$ cat src/rtl/ram_arbiter.sv
// Shares the single-port data RAM between the CPU data port (fixed priority) and an external master.
// Optional starvation guard enabled by defining RAM_ARB_STARVE_GUARD_EN.
module ram_arbiter #(
  parameter int ADDR_W   = 8,
  parameter int DATA_W   = 32,
  parameter int MAX_WAIT = 15
) (
  input  logic              clk_pi,
  input  logic              reset_pi,
  input  logic              cpu_mem_en_pi,
  input  logic              cpu_mem_write_pi,
  input  logic [31:0]       cpu_adr_pi,
  input  logic [DATA_W-1:0] cpu_wdata_pi,
  output logic [DATA_W-1:0] cpu_rdata_po,
  output logic              cpu_stall_po,
  input  logic              ext_req_pi,
  input  logic              ext_we_pi,
  input  logic [ADDR_W-1:0] ext_adr_pi,
  input  logic [DATA_W-1:0] ext_wdata_pi,
  output logic              ext_gnt_po,
  output logic              ext_ack_po,
  output logic [DATA_W-1:0] ext_rdata_po,
  output logic              ram_we_po,
  output logic [ADDR_W-1:0] ram_a_po,
  output logic [DATA_W-1:0] ram_d_po,
  input  logic [DATA_W-1:0] ram_spo_pi
);

  typedef enum logic [1:0] {
    IDLE    = 2'd0,
    EXT_ACC = 2'd1,
    EXT_ACK = 2'd2
  } state_t;

  state_t state, state_next;
  logic   force_grant;
  logic   ram_we_c;

  // Byte-lane bits and address bits beyond the RAM depth are intentionally dropped.
  logic unused_adr_bits;
  assign unused_adr_bits = ^{cpu_adr_pi[31:ADDR_W+2], cpu_adr_pi[1:0]};

`ifdef RAM_ARB_STARVE_GUARD_EN
  localparam int            CNT_W   = $clog2(MAX_WAIT + 1);
  localparam logic [CNT_W-1:0] MAX_CNT = CNT_W'(MAX_WAIT);

  logic [CNT_W-1:0] wait_cnt;

  always_ff @(posedge clk_pi or negedge reset_pi) begin
    if (!reset_pi) begin
      wait_cnt <= '0;
    end else if (state == IDLE && state_next == EXT_ACC) begin
      wait_cnt <= '0;
    end else if (state == IDLE && ext_req_pi && cpu_mem_en_pi && wait_cnt != MAX_CNT) begin
      wait_cnt <= wait_cnt + 1'b1;
    end
  end

  assign force_grant = (wait_cnt == MAX_CNT);
`else
  localparam bit unused_max_wait_ok = (MAX_WAIT > 0);
  assign force_grant = 1'b0;
`endif

  always_ff @(posedge clk_pi or negedge reset_pi) begin
    if (!reset_pi) begin
      state <= IDLE;
    end else begin
      state <= state_next;
    end
  end

  // Read data is captured only on external reads; writes leave the last value in place.
  always_ff @(posedge clk_pi or negedge reset_pi) begin
    if (!reset_pi) begin
      ext_rdata_po <= '0;
    end else if (state == EXT_ACC && !ext_we_pi) begin
      ext_rdata_po <= ram_spo_pi;
    end
  end

  always_comb begin
    state_next   = state;
    ext_gnt_po   = 1'b0;
    ext_ack_po   = 1'b0;
    cpu_stall_po = 1'b0;
    ram_a_po     = cpu_adr_pi[ADDR_W+1:2];
    ram_d_po     = cpu_wdata_pi;
    ram_we_c     = cpu_mem_write_pi & cpu_mem_en_pi;
    case (state)
      IDLE: begin
        if (ext_req_pi && (!cpu_mem_en_pi || force_grant)) begin
          state_next = EXT_ACC;
        end
      end
      EXT_ACC: begin
        ext_gnt_po   = 1'b1;
        cpu_stall_po = cpu_mem_en_pi;
        ram_a_po     = ext_adr_pi;
        ram_d_po     = ext_wdata_pi;
        ram_we_c     = ext_we_pi;
        state_next   = EXT_ACK;
      end
      EXT_ACK: begin
        ext_ack_po = 1'b1;
        state_next = IDLE;
      end
      default: begin
        state_next = IDLE;
      end
    endcase
  end

  // Gating with reset keeps a CPU store from reaching the RAM while reset is held.
  assign ram_we_po    = ram_we_c & reset_pi;
  assign cpu_rdata_po = ram_spo_pi;

endmodule

$ cat config.mk
export PLATFORM = sky130hd
export DESIGN_NAME = ram_arbiter
export DESIGN_NICKNAME = d
export VERILOG_FILES = /design/src/rtl/ram_arbiter.sv
export SDC_FILE = /design/constraint.sdc
export NUM_CORES = 1
export LEC_CHECK = 0
export ABC_CLOCK_PERIOD_IN_PS = 1300
export CAP_MARGIN = 0
export CORE_MARGIN = 4
export CORE_UTILIZATION = 25
export CTS_CLUSTER_DIAMETER = 120
export DETAILED_ROUTE_END_ITERATION = 10
export PLACE_DENSITY = 0.78
export SLEW_MARGIN = 10
export SYNTH_ARGS = -nofsm -noshare
export SYNTH_HDL_FRONTEND = slang
export SYNTH_SLANG_ARGS = --single-unit
$ cat constraint.sdc
create_clock -name clk_pi -period 1.3 [get_ports clk_pi]
set_input_delay 0.325 -clock clk_pi [delete_from_list [all_inputs] [get_ports clk_pi]]
set_output_delay 0.325 -clock clk_pi [all_outputs]
set_load 0.05 [all_outputs]
# --- After elaboration in Yosys (flattened, before gate mapping) ---
# Cells that the tools add are included.
op_classes:
  addsub: 0
  n_eq_ne: 3
  reduce_logical: 5
  bitwise: 2
  shift: 0
  n_mux: 8
  magnitude_cmp: 0
  mul: 0
  n_div: 0
op_table:
  columns: ["operator", "n"]
  rows:
  - ["32-bit 2-to-1 mux", 1]
  - ["8-bit 2-to-1 mux", 1]
  - ["1-bit 2-to-1 mux", 4]
  - ["2-bit case mux with 2 select lines", 1]
  - ["1-bit bitwise AND", 2]
  - ["2-bit by 1-bit equality test with 1-bit output (second input constant)", 1]
  - ["2-bit equality test (second input constant)", 1]
  - ["1-bit logical AND", 2]
  - ["1-bit zero test", 2]
  - ["2-bit zero test", 1]
  - ["2-bit 2-to-1 mux", 1]
  - ["2-bit != test (second input constant)", 1]
word_totals:
  mem_bits_rw: 0
  latch_bits: 0
  rom_bits: 0
  n_memories: 0
  wordCells: 20
  output_inout_bits: 108
  ff_bits: 34
  in_bits: 142

# --- Depth between registers and ports, before layout ---
# Gate-level depths: netlist of run 1.
logic_depth:
  ltp_word: 4
  depth_mapped: 6
  ltp_nobuf: 4

# --- Worst setup path before layout of run 1 ---
# OpenSTA, ideal clock, no wires.
synth_path:
  kind: "reg-to-output"
  start: "reg state[1]"
  end: "out ram_we_po"
  path_slack_ps: -912
  t_arrival_ps: 1887
  stages_incl_launch_ff: 6
  required_time_ps: 975
  n_path_buf: 1
  cell_sequence: "dfrtp_1 > nand2b_4 > buf_6 > clkinv_1 > nand2_1 > a21boi_0"
synth_via:
  elab_chain_len: 3
synth_lines:
  columns: ["item", "line_no", "rtl"]
  rows:
  - ["start: declaration", "35", "state_t state, state_next;"]
  - ["start signal: assignment", "69", "state <= state_next;"]
  - ["2-bit by 1-bit equality test with 1-bit output", "90", "case (state)"]
  - ["1-bit 2-to-1 mux", "90", null]
  - ["1-bit bitwise AND", "115", "assign ram_we_po = ram_we_c & reset_pi;"]
  - ["end: declaration", "23", "output logic ram_we_po,"]
# Every way passes these cells.

# --- Worst setup path in the final report of run 1 ---
layout_path:
  start: "reg state[0]"
  end: "out ram_d_po[20]"
layout_via:
  elab_chain_len: 2
layout_lines:
  columns: ["item", "line_no", "rtl"]
  rows:
  - ["2-bit by 1-bit equality test with 1-bit output", "90", null]
  - ["32-bit 2-to-1 mux", "90", null]
  - ["end: declaration", "25", "output logic [DATA_W-1:0] ram_d_po,"]
# Every way passes these cells.

==> results.cfg, run 1 <==
[synthesis]
yosysTopAreaCell = dfrtp_1
yosys-top-cells-area = dfrtp_1 39%, nand2_1 21%, mux2_4 20%
synth_seq_cells = 34
postSynthAreaPerCell_um2 = 9.17
synth_top_area_frac = 0.387
synth_xor_area_frac = 0
syn_nets = 382
yosysWarnings = 0
synth_compound_area_frac = 0.00341
synth_cells = 240
synthAdderAreaFrac = 0
ys_types = 18
syn_area_um2 = 2200
synth_seq_area_share = 0.387
synth_mux_area_frac = 0.215
synth-simple-area-share = 0.234
synth_top_family_by_area = simple AND/OR/NAND/NOR gates

[cells_and_area]
final_cell_mix = 113 x buf_12, 83 x clkdlybuf4s50_1, 51 x nand2_4, 42 x nand2_1, 34 x dfrtp_1
final_nets = 615
instances_no_fill = 578
finalCoreUtilization = 0.754
drive_gt1_frac = 0.588
final_common_cell = buf_12
area.growth.synth_to_final_pct = 187
antenna_cells = 0
fillers = 534

[placement]
placed_cells = 565
dp_hpwl_um = 8650
preCtsSetupSlack_ns = -0.474
port_buffers = 225
gp_congestion = 0.736

[routing]
detail_route.iter0.violations = 29
route.detailed.drc = 0
dr.pass1.iters = 4
wl_per_cell_um = 18.7
routed_via_density = 4.43
ant_nets = 0
vias = 2559
drt-total-wl_um = 10800

[clock_tree]
cts.htree.levels = 2
cts_sinks = 34
cts_buffer_depth = 2
root_buffer = clkbuf_8
cts_buffers = 5
tritoncts = built
clock_latency_ns = 0.28
clkSlewWorstSetupHoldPaths_ns = 0.07
holdBufCountCts = 0

[die]
start_util = 0.263
coreArea_um2 = 8380
die_h_um = 102
num_rows = 33
top_level_ports = 250
die_x_um = 102
design.die.area_um2 = 10400

[worst_setup_path]
path_cells = nand2b_4, clkinv_8, clkbuf_16, nand2_4, nand2_4, buf_12
crit_end = ram_d_po[20]
rr_worst_depth = 7
cp_num_cells = 6
cp-startpoint = state[0]
rrSetupSlack_ns = -0.37
critical_path.max_stage_delay_ns = 0.42
critical_path_class = register to output port
required_ns = 0.98
cp-start-kind = register
crit_family = buffers and inverters
arrival_ns = 1.44
cp-end-kind = output port
crit_top_cell = nand2_4
crit_fanout = 8
r2r-start = state[1]
cp_slowest_cell = dfrtp_1
critPathBufInv = 3
regToRegEndpoint = ext_rdata_po[12]

[outcome]
violations = negative setup slack
status = finished with violations

[grt]
grtUsageTotal = 0.193
antenna_found_initial = 0
first_global_vias = 2858
overflow = 0
grt_pass1_wl_um = 15400
grt_max_degree = 35

[sta]
final_hold_viol_count = 0
slew_viol_final = 0
relSlewSlack = 0.712
min_period_ns = 1.76
worstMarginPinSlew_ns = 0.432
setup_viol = 76
clock_skew_ns = 0.00746
rsz0062_at_grt = yes
setup_slack_ns = -0.465
max_freq_mhz = 567
period_share = 1.36

[min_path]
min-delay-path-class = input pin to asynchronous set/reset pin

[power_and_ir_drop]
power_density_nw_per_um2 = 1180
leakage_nw = 3.00
vdd_drop_max_uv = 961

[run]
maxCapViolations = 0
==> Yosys cell counts <==
| cell type | instances |
|---|---|
| nand2_1 | 121 |
| dfrtp_1 | 34 |
| buf_4 | 32 |
| mux2_4 | 30 |
| buf_2 | 4 |
| clkbuf_1 | 4 |
| buf_12 | 3 |
| mux2_2 | 2 |
| a21boi_0 | 1 |
| and2_1 | 1 |
| and2b_1 | 1 |
| buf_6 | 1 |
| clkinv_1 | 1 |
| inv_1 | 1 |
| nand2b_4 | 1 |
| nand3_1 | 1 |
| nor2_8 | 1 |
| nor4b_1 | 1 |
==> registers in the layout, indices dropped and copies added (netlist names) <==
signal        count
ext_rdata_po     32
state             2
==> cell families (layout without fill, tap and decap cells) <==
logic type	Yosys count	count (layout)
mux	32	32
compound gates	1	1
simple gates	127	127
buf+inv	46	279
flops	34	34
==> worst min-delay path by stage <==
stage / from / end / slack (ns)
final: reset_pi / ext_rdata_po[11] / 0.09
after floorplan: reset_pi / ext_rdata_po[0] / 0.03
after global routing: reset_pi / ext_rdata_po[11] / 0.11
after CTS: reset_pi / ext_rdata_po[10] / 0.10
after detailed placement: reset_pi / ext_rdata_po[12] / 0.41
after global placement: reset_pi / ext_rdata_po[21] / 0.41
==> through the flow <==
step	TNS [ns]	total power, mW	instance area (um^2)	hold slack, ns
2_1_floorplan	-5.95	3.95	2570	0.0294
3_3_place_gp	-19.87	6.56	5980	0.409
3_5_place_dp	-22.67	6.65	5980	0.409
5_1_grt	-33.70	7.71	6320	0.112
6_report	-28.99	7.43	6320	0.0883
4_1_cts	-30.42	7.46	6250	0.101
==> repair_timing <==
item / 4_1_cts / 5_1_grt
resized for setup: 83 / 19
hold endpoints to repair: 0 / 0
endpoints found under the setup margin: 108 / 76
cloned: 1 / 1
setup buffers: 7 / 1
pin swaps: 1 / 11
==> routing by layer <==
metal	GRT usage	wire length (um)
met1	0.190	3330
met2	0.381	6120
met3	0.0669	1070
met4	0.0484	281
met5	0	0
==> area by class of cell <==
| class | count | area (um^2) | area share |
|---|---|---|---|
| clock buffers | 5 | 68.8 | 0.0109 |
| inverters | 2 | 20.0 | 0.00317 |
| repair buffers | 270 | 3760 | 0.595 |
| clock inverters | 2 | 10.0 | 0.00158 |
| well taps | 105 | 131 | 0.0208 |
| flip-flops and latches | 34 | 851 | 0.135 |
| multi-input cells | 160 | 1480 | 0.234 |
==> worst register-to-register path, delay by kind of cell (launching register included) <==
family	cells	cell delay [ns]
muxes	1	0.29
DFF	1	0.38
buffers and inverters	4	0.50
and+or+nand+nor	2	0.38
==> power breakdown <==
group	leakage, nW	internal [mW]	switching [mW]	total [mW]
Combinational	2.56	2.58	2.43	5.02
Sequential	0.405	1.34	0.339	1.68
Clock	0.0438	0.359	0.374	0.734
Total	3.00	4.28	3.15	7.43
No activity file was read; power rests on OpenSTA's default activity.
==> inputs of run 2 (changes only) <==
CORE_UTILIZATION = 26   (was 25)
CTS_BUF_LIST = sky130_fd_sc_hd__clkbuf_8   (was not set)
PLACE_DENSITY = 0.8   (was 0.78)
SLEW_MARGIN = not set   (was 10)
==> run 2 against run 1 <==
Net effect:
- the run still ends with negative setup slack left
- sequential power about the same
- sequential cell count unchanged
- maximum frequency up 0.50%
- worst hold slack better by 0.41 ns
- first-iteration DRC count up 3.4%
- sequential share of layout area down 0.082 points
- critical path depth unchanged
- non-clock buffer count down 5
- total power up 1.4%
- die area down 3.5%
- via count down 0.78%
- global-route usage down 0.16 points
- critical path type unchanged
- highest routed layer unchanged
==> results.cfg, run 2 (synthesis gave the netlist of run 1 again) <==
[outcome]
status = finished with violations
violations = negative setup slack

[clock_tree]
root_buffer = clkbuf_8
holdBufCountCts = 0
cts_sinks = 34
cts_buffer_depth = 2
clock_latency_ns = 0.28
tritoncts = built
cts.htree.levels = 2
clkSlewWorstSetupHoldPaths_ns = 0.07
cts_buffers = 5

[routing]
ant_nets = 0
dr.pass1.iters = 4
vias = 2539
drt-total-wl_um = 11000
routed_via_density = 4.42
detail_route.iter0.violations = 30
route.detailed.drc = 0
wl_per_cell_um = 19.1

[power_and_ir_drop]
power.total_mw = 7.53
leakage_nw = 3.05
vdd_drop_max_uv = 1190
power_density_nw_per_um2 = 1180

[sta]
rsz0062_at_grt = yes
slew_viol_final = 0
final_hold_viol_count = 0
min_period_ns = 1.76
relSlewSlack = 0.710
setup_viol = 76
clock_skew_ns = 0.00392
period_share = 1.35
worstMarginPinSlew_ns = 0.435
max_freq_mhz = 569
setup_slack_ns = -0.456

[placement]
gp_congestion = 0.791
placed_cells = 558
port_buffers = 225
dp_hpwl_um = 8440

[cells_and_area]
top_regs = ext_rdata_po (32), state (2)
final_nets = 610
final_common_cell = buf_12
finalCoreUtilization = 0.774
largest_register_ffs = 32
area.growth.synth_to_final_pct = 189
instances_no_fill = 574
antenna_cells = 0
regMostFlops = ext_rdata_po
final_cell_mix = 110 x buf_12, 84 x clkdlybuf4s50_1, 61 x nand2_4, 37 x nand2_1, 34 x dfrtp_1
fillers = 476
drive_gt1_frac = 0.593

[die]
die_x_um = 100
num_rows = 33
coreArea_um2 = 8220
die_h_um = 100
start_util = 0.268
design.die.area_um2 = 10000
top_level_ports = 250

[worst_setup_path]
cp_slowest_cell = dfrtp_1
critical_path.max_stage_delay_ns = 0.41
critPathBufInv = 3
crit_fanout = 8
path_cells = nand2b_4, clkinv_8, clkbuf_16, nand2_2, nand2_4, buf_12
critical_path_class = register to output port
cp-start-kind = register
cp-end-kind = output port
required_ns = 0.98
crit_family = buffers and inverters
arrival_ns = 1.43

[run]
maxCapViolations = 0

[grt]
grt_pass1_wl_um = 14900
grt_max_degree = 35
first_global_vias = 2844
overflow = 0
antenna_found_initial = 0
grtUsageTotal = 0.191

[min_path]
min-delay-path-class = input pin to asynchronous set/reset pin
run 2: cell types whose count changed in the layout (fill, tap and decap cells not counted), sizes merged:
cell	change
buf	-8
clkbuf	+3
clkdlybuf4s50	+1
clkinv	-1
clkinvlp	+1
run 2: where the power goes:
group	switching, mW	internal (mW)	total, mW
clock	0.393	0.426	0.819
sequential	0.345	1.34	1.68
combinational	2.46	2.58	5.03
total	3.19	4.34	7.53
run 2: stage by stage:
step / cell area [um^2] / setup TNS (ns) / setup WS [ns] / hold WS (ns)
after floorplan: 2570 / -5.95 / -0.110 / 0.0294
after global placement: 5920 / -22.26 / -0.469 / 0.511
after detailed placement: 5920 / -23.28 / -0.486 / 0.537
after CTS: 6110 / -29.31 / -0.434 / 0.480
after global routing: 6360 / -34.24 / -0.518 / 0.501
final: 6360 / -29.24 / -0.456 / 0.496
run 2: layout make-up:
| cell class | instances | area [um^2] | share of cell area |
|---|---|---|---|
| flip-flops and latches | 34 | 851 | 0.134 |
| clock inverters | 2 | 12.5 | 0.00197 |
| multi-input cells | 160 | 1550 | 0.243 |
| clock buffers | 6 | 82.6 | 0.0130 |
| inverters | 2 | 20.0 | 0.00315 |
| repair buffers | 265 | 3710 | 0.584 |
| well taps | 105 | 131 | 0.0207 |
run 2: final timing paths:
path | endpoint | slack, ns | cells past startpoint | start
setup / recovery | ram_a_po[7] | -0.46 | 6 | state[0]
hold / removal | ext_rdata_po[23] | 0.50 | 2 | reset_pi
setup reg to reg | ext_rdata_po[17] | -0.38 | 6 | state[1]
hold reg to reg | ext_rdata_po[16] | 0.58 | 1 | ext_rdata_po[16]
max in group asynchronous | ext_rdata_po[14] | 0.49 | 2 | reset_pi
min in group clk_pi | ext_rdata_po[21] | 0.50 | 2 | ram_spo_pi[21]
run 2: repair_timing:
action                                  in CTS  in global routing
endpoints found under the hold margin        0                  0
gates resized for setup                     70                 41
pin swaps                                    1                 17
buffers inserted                             4                  2
cloned                                       0                  3
endpoints found under the setup margin     108                 76
run 2: layer usage:
layer,GRT usage,vias to the layer above,part of all wire
met5,0,-,0
met3,0.0639,13,0.089
met1,0.185,1205,0.33
met4,0.0477,0,0.019
met2,0.382,146,0.56
li1,-,1175,-
